$ cat config.mk
export PLATFORM = sky130hd
export DESIGN_NAME = tt_sweep_capture
export DESIGN_NICKNAME = d
export VERILOG_FILES = /design/src/rtl/tt_sweep_pkg.sv /design/src/rtl/tt_word_packer.sv /design/src/rtl/tt_sweep_capture.sv
export SDC_FILE = /design/constraint.sdc
export NUM_CORES = 1
export LEC_CHECK = 0
export ABC_CLOCK_PERIOD_IN_PS = 5250
export CAP_MARGIN = 20
export CORE_ASPECT_RATIO = 0.9
export CORE_MARGIN = 5
export CORE_UTILIZATION = 38
export CTS_CLUSTER_DIAMETER = 200
export CTS_CLUSTER_SIZE = 40
export DETAILED_ROUTE_END_ITERATION = 8
export PLACE_DENSITY_LB_ADDON = 0.3
export SYNTH_ARGS = -nofsm -noshare
export SYNTH_HDL_FRONTEND = slang
export SYNTH_HIERARCHICAL = 1
export SYNTH_SLANG_ARGS = --single-unit
$ cat constraint.sdc
create_clock -name clk -period 5.25 [get_ports clk]
set_input_delay 1.3125 -clock clk [delete_from_list [all_inputs] [get_ports clk]]
set_output_delay 1.3125 -clock clk [all_outputs]
set_load 0.01 [all_outputs]
$ cat src/rtl/tt_sweep_pkg.sv
// Shared types and constants for the truth-table sweep capture engine.
// State encoding, MISR polynomial/seed and word-count helper.
package tt_sweep_pkg;

  typedef enum logic [1:0] {
    TT_IDLE  = 2'd0,
    TT_SWEEP = 2'd1,
    TT_DRAIN = 2'd2,
    TT_DONE  = 2'd3
  } tt_state_e;

  localparam logic [15:0] TT_MISR_POLY = 16'h1021;
  localparam logic [15:0] TT_MISR_SEED = 16'hFFFF;

  function automatic int tt_words(input int n_in, input int word_w);
    return (1 << n_in) / word_w;
  endfunction

endpackage

$ cat src/rtl/tt_word_packer.sv
// Packs sampled response bits LSB-first into words and streams them
// out on a valid/ready port; reports free accumulation slots for issue.
module tt_word_packer
  import tt_sweep_pkg::*;
#(
  parameter int WORD_W = 32,
  parameter int AW     = 5
) (
  input  logic                     clk,
  input  logic                     rst_n,
  input  logic                     clr_i,
  input  logic                     bit_v_i,
  input  logic                     bit_i,
  input  logic                     tt_ready_i,
  output logic [WORD_W-1:0]        tt_word_o,
  output logic [AW-1:0]            tt_addr_o,
  output logic                     tt_valid_o,
  output logic [$clog2(WORD_W):0]  free_o,
  output logic                     acc_empty_o
);

  localparam int LW = $clog2(WORD_W);
  localparam logic [LW:0] FULL = (LW+1)'(WORD_W);

  logic [WORD_W-1:0] acc_q, acc_d, acc_n;
  logic [WORD_W-1:0] out_q, out_d;
  logic [LW:0]       cnt_q, cnt_d, cnt_n;
  logic [AW-1:0]     addr_q, addr_d;
  logic [AW-1:0]     nxt_q, nxt_d;
  logic              val_q, val_d;
  logic              hs;
  logic              move;

  // Insert the new bit, then hand a full word to the output register
  // whenever that register is empty or is being drained this cycle.
  always_comb begin
    acc_n = acc_q;
    cnt_n = cnt_q;
    if (bit_v_i) begin
      acc_n[cnt_q[LW-1:0]] = bit_i;
      cnt_n = cnt_q + (LW+1)'(1);
    end
    hs     = val_q & tt_ready_i;
    move   = (cnt_n == FULL) & (~val_q | hs);
    val_d  = move | (val_q & ~hs);
    out_d  = move ? acc_n : out_q;
    addr_d = move ? nxt_q : addr_q;
    nxt_d  = move ? nxt_q + AW'(1) : nxt_q;
    acc_d  = move ? '0 : acc_n;
    cnt_d  = move ? '0 : cnt_n;
    if (clr_i) begin
      val_d  = 1'b0;
      out_d  = '0;
      addr_d = '0;
      nxt_d  = '0;
      acc_d  = '0;
      cnt_d  = '0;
    end
  end

  // Packer state registers.
  always_ff @(posedge clk or negedge rst_n) begin
    if (!rst_n) begin
      acc_q  <= '0;
      cnt_q  <= '0;
      out_q  <= '0;
      addr_q <= '0;
      nxt_q  <= '0;
      val_q  <= 1'b0;
    end else begin
      acc_q  <= acc_d;
      cnt_q  <= cnt_d;
      out_q  <= out_d;
      addr_q <= addr_d;
      nxt_q  <= nxt_d;
      val_q  <= val_d;
    end
  end

  assign tt_word_o   = out_q;
  assign tt_addr_o   = addr_q;
  assign tt_valid_o  = val_q;
  assign free_o      = FULL - cnt_q;
  assign acc_empty_o = (cnt_q == '0);

endmodule

$ cat src/rtl/tt_sweep_capture.sv
// Exhaustive truth-table sweep: issues every input vector, samples y_in.
// Optional response MISR on sig_out when TT_SWEEP_SIGNATURE_EN is defined.
module tt_sweep_capture
  import tt_sweep_pkg::*;
#(
  parameter int N_IN     = 10,
  parameter int WORD_W   = 32,
  parameter int PIPE_LAT = 0
) (
  input  logic                              clk,
  input  logic                              rst_n,
  input  logic                              start,
  input  logic                              abort,
  output logic [N_IN-1:0]                   x_out,
  input  logic                              y_in,
  output logic [WORD_W-1:0]                 tt_word,
  output logic [N_IN-$clog2(WORD_W)-1:0]    tt_addr,
  output logic                              tt_valid,
  input  logic                              tt_ready,
  output logic                              busy,
  output logic                              done,
  output logic [N_IN:0]                     ones_cnt,
  output logic [15:0]                       sig_out
);

  localparam int LW = $clog2(WORD_W);
  localparam int AW = $clog2(tt_words(N_IN, WORD_W));

  tt_state_e       state_q, state_d;
  logic [N_IN-1:0] idx_q, idx_d;
  logic [N_IN:0]   ones_q, ones_d;
  logic [LW:0]     free;
  logic [LW:0]     tag_cnt;
  logic            acc_empty;
  logic            start_go;
  logic            clr;
  logic            last;
  logic            issue_ok;
  logic            iss;
  logic            samp_v;
  logic            samp_take;
  logic            drained;

  assign start_go  = (state_q == TT_IDLE) & start & ~abort;
  assign clr       = abort | start_go;
  assign last      = &idx_q;
  assign issue_ok  = ~tt_valid | (free > tag_cnt);
  assign iss       = (state_q == TT_SWEEP) & issue_ok & ~abort;
  assign samp_take = samp_v & ~abort;
  assign drained   = (tag_cnt == '0) & acc_empty
                   & (~tt_valid | tt_ready);

  if (PIPE_LAT == 0) begin : g_nolat
    assign samp_v  = iss;
    assign tag_cnt = '0;
  end else begin : g_lat
    logic [PIPE_LAT-1:0] tag_q, tag_d;

    // Shift issue tags so they line up with the delayed response.
    always_comb begin
      tag_d    = '0;
      tag_d[0] = iss;
      for (int i = 1; i < PIPE_LAT; i++) begin
        tag_d[i] = tag_q[i-1];
      end
      if (clr) begin
        tag_d = '0;
      end
    end

    // Count tags still in flight, including the one landing now.
    always_comb begin
      tag_cnt = '0;
      for (int i = 0; i < PIPE_LAT; i++) begin
        tag_cnt = tag_cnt + (LW+1)'(tag_q[i]);
      end
    end

    // Tag delay line register.
    always_ff @(posedge clk or negedge rst_n) begin
      if (!rst_n) begin
        tag_q <= '0;
      end else begin
        tag_q <= tag_d;
      end
    end

    assign samp_v = tag_q[PIPE_LAT-1];
  end

  // FSM state register.
  always_ff @(posedge clk or negedge rst_n) begin
    if (!rst_n) begin
      state_q <= TT_IDLE;
    end else begin
      state_q <= state_d;
    end
  end

  // FSM next state; abort wins from every state.
  always_comb begin
    state_d = state_q;
    unique case (state_q)
      TT_IDLE: begin
        if (start_go) begin
          state_d = TT_SWEEP;
        end
      end
      TT_SWEEP: begin
        if (abort) begin
          state_d = TT_IDLE;
        end else if (iss & last) begin
          state_d = TT_DRAIN;
        end
      end
      TT_DRAIN: begin
        if (abort) begin
          state_d = TT_IDLE;
        end else if (drained) begin
          state_d = TT_DONE;
        end
      end
      TT_DONE: begin
        state_d = TT_IDLE;
      end
      default: begin
        state_d = TT_IDLE;
      end
    endcase
  end

  // FSM outputs.
  always_comb begin
    busy = 1'b0;
    done = 1'b0;
    unique case (state_q)
      TT_SWEEP: busy = 1'b1;
      TT_DRAIN: busy = 1'b1;
      TT_DONE:  done = 1'b1;
      default:  busy = 1'b0;
    endcase
  end

  // Issue index and onset count next-state.
  always_comb begin
    idx_d  = idx_q;
    ones_d = ones_q;
    if (start_go) begin
      idx_d  = '0;
      ones_d = '0;
    end else begin
      if (iss & ~last) begin
        idx_d = idx_q + N_IN'(1);
      end
      if (samp_take & y_in) begin
        ones_d = ones_q + (N_IN+1)'(1);
      end
    end
  end

  // Issue index and onset count registers.
  always_ff @(posedge clk or negedge rst_n) begin
    if (!rst_n) begin
      idx_q  <= '0;
      ones_q <= '0;
    end else begin
      idx_q  <= idx_d;
      ones_q <= ones_d;
    end
  end

  assign x_out    = idx_q;
  assign ones_cnt = ones_q;

`ifdef TT_SWEEP_SIGNATURE_EN
  logic [15:0] sig_q, sig_d;
  logic        fb;

  // Galois MISR: shift in each sampled bit in vector order.
  always_comb begin
    sig_d = sig_q;
    fb    = sig_q[15] ^ y_in;
    if (start_go) begin
      sig_d = TT_MISR_SEED;
    end else if (samp_take) begin
      sig_d = {sig_q[14:0], 1'b0} ^ (fb ? TT_MISR_POLY : 16'h0000);
    end
  end

  // MISR register.
  always_ff @(posedge clk or negedge rst_n) begin
    if (!rst_n) begin
      sig_q <= TT_MISR_SEED;
    end else begin
      sig_q <= sig_d;
    end
  end

  assign sig_out = sig_q;
`else
  assign sig_out = 16'h0000;
`endif

  tt_word_packer #(
    .WORD_W (WORD_W),
    .AW     (AW)
  ) u_packer (
    .clk         (clk),
    .rst_n       (rst_n),
    .clr_i       (clr),
    .bit_v_i     (samp_take),
    .bit_i       (y_in),
    .tt_ready_i  (tt_ready),
    .tt_word_o   (tt_word),
    .tt_addr_o   (tt_addr),
    .tt_valid_o  (tt_valid),
    .free_o      (free),
    .acc_empty_o (acc_empty)
  );

endmodule

==> metrics.txt <==
CP delay by family, top=simple AND/OR/NAND/NOR gates; Slowest cell on crit path=or4b_1; Detail Route Antenna Nets=0; FF/Latch Area=2600 um^2; crit path kind=reg -> reg; slew margin rel.=29.2%; DRT Wirelength=12400 um; Slew @ Worst Pin=1.06 ns; CP peak stage delay=0.70 ns; setup bufs post-CTS=0; first-pass GRT wire length=21100 um; compound-cell area share of the yosys netlist=15.5%; io pins=83; dpl hpwl=8430 um; cell area after synthesis=5340 um^2; Final nets=602; DRT Pass-1 Iters=5; Arrival @ worst endpoint=4.79 ns; largest net degree at the start of global routing=76; number of global-route vias before repair=4167; multiplexer share of the synthesized area=7.57%; Hold Vio Cnt, Final=0; WP buf/inv=2; Async SR Flop Fraction=100%; post-CTS resize count=0; Synth cell types=61; Num CTS Buffers=9; Initial Utilization=38.4%; final setup vio count=0; Final Cycle Share=86.9%; Clock power frac=33.1%; total grt overflow=0; area leader, netlist=dfrtp_1; Setup WS post-layout=0.686 ns; CP required=5.48 ns; CP Capture Type=flop; Hold-fix buffers, CTS=0; Setup Skew=0.00514 ns; H-tree level count=3; outcome=finished clean; area of the multi-input gates=2450 um^2; residual DRC count=0; Post-Syn Area per Cell=10.0 um^2; Adder-Cell Fraction of Synth Area=2.81%; row cnt=41; EDFF count, synth=0; most frequent cells in the layout=104 x dfrtp_1, 81 x nor2_1, 65 x clkdlybuf4s50_1; clk sinks=104; layout cells sized above 1=7.64%; XOR/XNOR share of the synthesized area=2.30%; clk_lat worst skew=0.34 ns; most used cell, CP=xor2_1; I/O Buffers=66; Die H=122 um; die area=16500 um^2; n_diodes=0; Slew Viols, Final=0; Post-Synthesis Cells=534; CTS root buf=clkbuf_16; RSZ-0062 raised after global routing=no; Top FF cell, synth=dfrtp_1; pre-CTS setup slack=0.568 ns; flop2flop setup slack=0.69 ns; Final Util=45.7%; core area=13900 um^2; drt initial violations=343; fmax=219 MHz; worst-path fanout max=20; leakage power=2.61 nW; Post-Synth Simple-Gate Area=16.4%; Ys Warns=6; min Tclk post-route=4.56 ns; clock transition at the registers of the reported paths=0.07 ns; Synth area leaders=dfrtp_1 49%, mux2i_1 6.9%, nor2_1 5.8%; Synth Register Bits=104; GR Util All Layers=15.6%; sequential cell area fraction in the yosys report=48.7%; Internal Pwr Total=1.32 mW; Logic pwr share=21.5%; Max-cap violations=0; class of the worst hold path=reg -> reg; via count=4097; Total Neg Setup Slack=0 ns; Finished Cell Area=6350 um^2; crit start category=flop; Peak VDD IR=184 uV; power per cell area=304 nW/um^2; largest family of logic cells by synthesized area=simple AND/OR/NAND/NOR gates; CTS tree=yes; Psw=0.605 mW; sw frac=31.4%; top cell type's share of synthesized area=48.7%; fill cell count=1301; most common cell after layout, fill and taps aside=dfrtp_1; Placer Congestion=0.841; placed instance area=6070 um^2; CTS Buffer Depth=2; initial antenna violation count=0; drt via density=5.24; worst-path cell chain=or3_1, nor3_1, xor2_1, or4b_1, o21ai_4, inv_1, nand4_1, xor2_1, and3_1, buf_4, a21oi_1, a211oi_1; area grow syn2layout=19.0%; Avg WL per Cell=15.9 um; Seq pwr share=45.4%; overall die width=135 um
==> kinds of logic after synthesis <==
logic type	count (synthesis)
adder cells (fa/ha/maj)	12
AND/OR/NAND/NOR	176
buffers and inverters	63
multiplexers	40
AO/OA/AOI/OAI	124
XOR/XNOR	14
other	1
flip-flops	104
==> cell usage after synthesis (4+ instances only) <==
cell      number
nor3_1         5
buf_4         21
ha_1          12
nor2_1        82
nand3_1       21
nand2b_1       4
clkbuf_1      11
nor2b_1        5
a211oi_1      34
dfrtp_1      104
and3_1         5
a21oi_1       49
nand4_1        5
xnor2_1        7
nand2_1       17
inv_1          9
xor2_1         7
mux2i_1       37
nand3b_1       5
buf_2         18
o21ai_0       15
or3_1          7
==> per-layer routing <==
layer | global-route usage, % | vias to the layer above | part of all wire (%)
met5 | 0 | - | 0
met4 | 3.46 | 0 | 0.82
met3 | 3.36 | 9 | 5.9
met2 | 25.0 | 112 | 47
met1 | 22.0 | 2008 | 46
li1 | - | 1968 | -
==> layout make-up <==
| type | instances | share of cell area (%) |
|---|---|---|
| sequential | 104 | 41.0 |
| multi-input combinational | 382 | 38.5 |
| timing repair buffer | 78 | 11.8 |
| clock buffer | 11 | 3.82 |
| tap | 193 | 3.80 |
| clock inverter | 5 | 0.630 |
| inverter | 9 | 0.532 |
==> worst min-delay path, delay by kind of cell, from the launching register on <==
kind             cells  cell delay (ns)
flip-flops           1             0.32
multiplexers         1             0.08
AND/OR/NAND/NOR      1             0.09
==> per-stage QoR <==
stage                     std cells  hold slack [ns]  total power [mW]
after floorplan                 549            0.481              1.18
after global placement          766            0.507              1.30
after detailed placement        766            0.508              1.31
after CTS                       782            0.528              1.95
after global routing            782            0.564              2.04
final                           782            0.529              1.93
==> registers in the layout (all words and copies together) (netlist names) <==
| register | cells |
|---|---|
| ones_cnt | 11 |
| u_packer/tt_addr_o | 5 |
| u_packer/tt_valid_o | 1 |
| u_packer/cnt_q | 6 |
| x_out | 10 |
| u_packer/nxt_q | 5 |
| u_packer/acc_q | 32 |
| state_q | 2 |
| u_packer/tt_word_o | 32 |
==> path summary, 6_finish.rpt <==
kind	startpoint	end	depth (start not counted)
max in group asynchronous	rst_n	u_packer/acc_q[9]$_DFF_PN0_	2
worst min-delay path	u_packer/acc_q[5]$_DFF_PN0_	u_packer/acc_q[5]$_DFF_PN0_	2
min in group asynchronous	rst_n	x_out[7]$_DFFE_PN0P_	1
worst min register to register	u_packer/acc_q[5]$_DFF_PN0_	u_packer/acc_q[5]$_DFF_PN0_	2
worst max-delay path	u_packer/cnt_q[3]$_DFF_PN0_	u_packer/tt_word_o[5]$_DFFE_PN0P_	12
worst max register to register	u_packer/cnt_q[3]$_DFF_PN0_	u_packer/tt_word_o[5]$_DFFE_PN0P_	12
==> power groups by stage <==
stage | Sequential (mW) | Combinational (mW) | Clock [mW]
global placement | 0.890 | 0.408 | 0
CTS | 0.877 | 0.419 | 0.658
global route | 0.883 | 0.459 | 0.695
detailed placement | 0.893 | 0.416 | 0
floorplan | 0.886 | 0.294 | 0
finish | 0.876 | 0.415 | 0.638
Power figures use the tool's default switching activity.
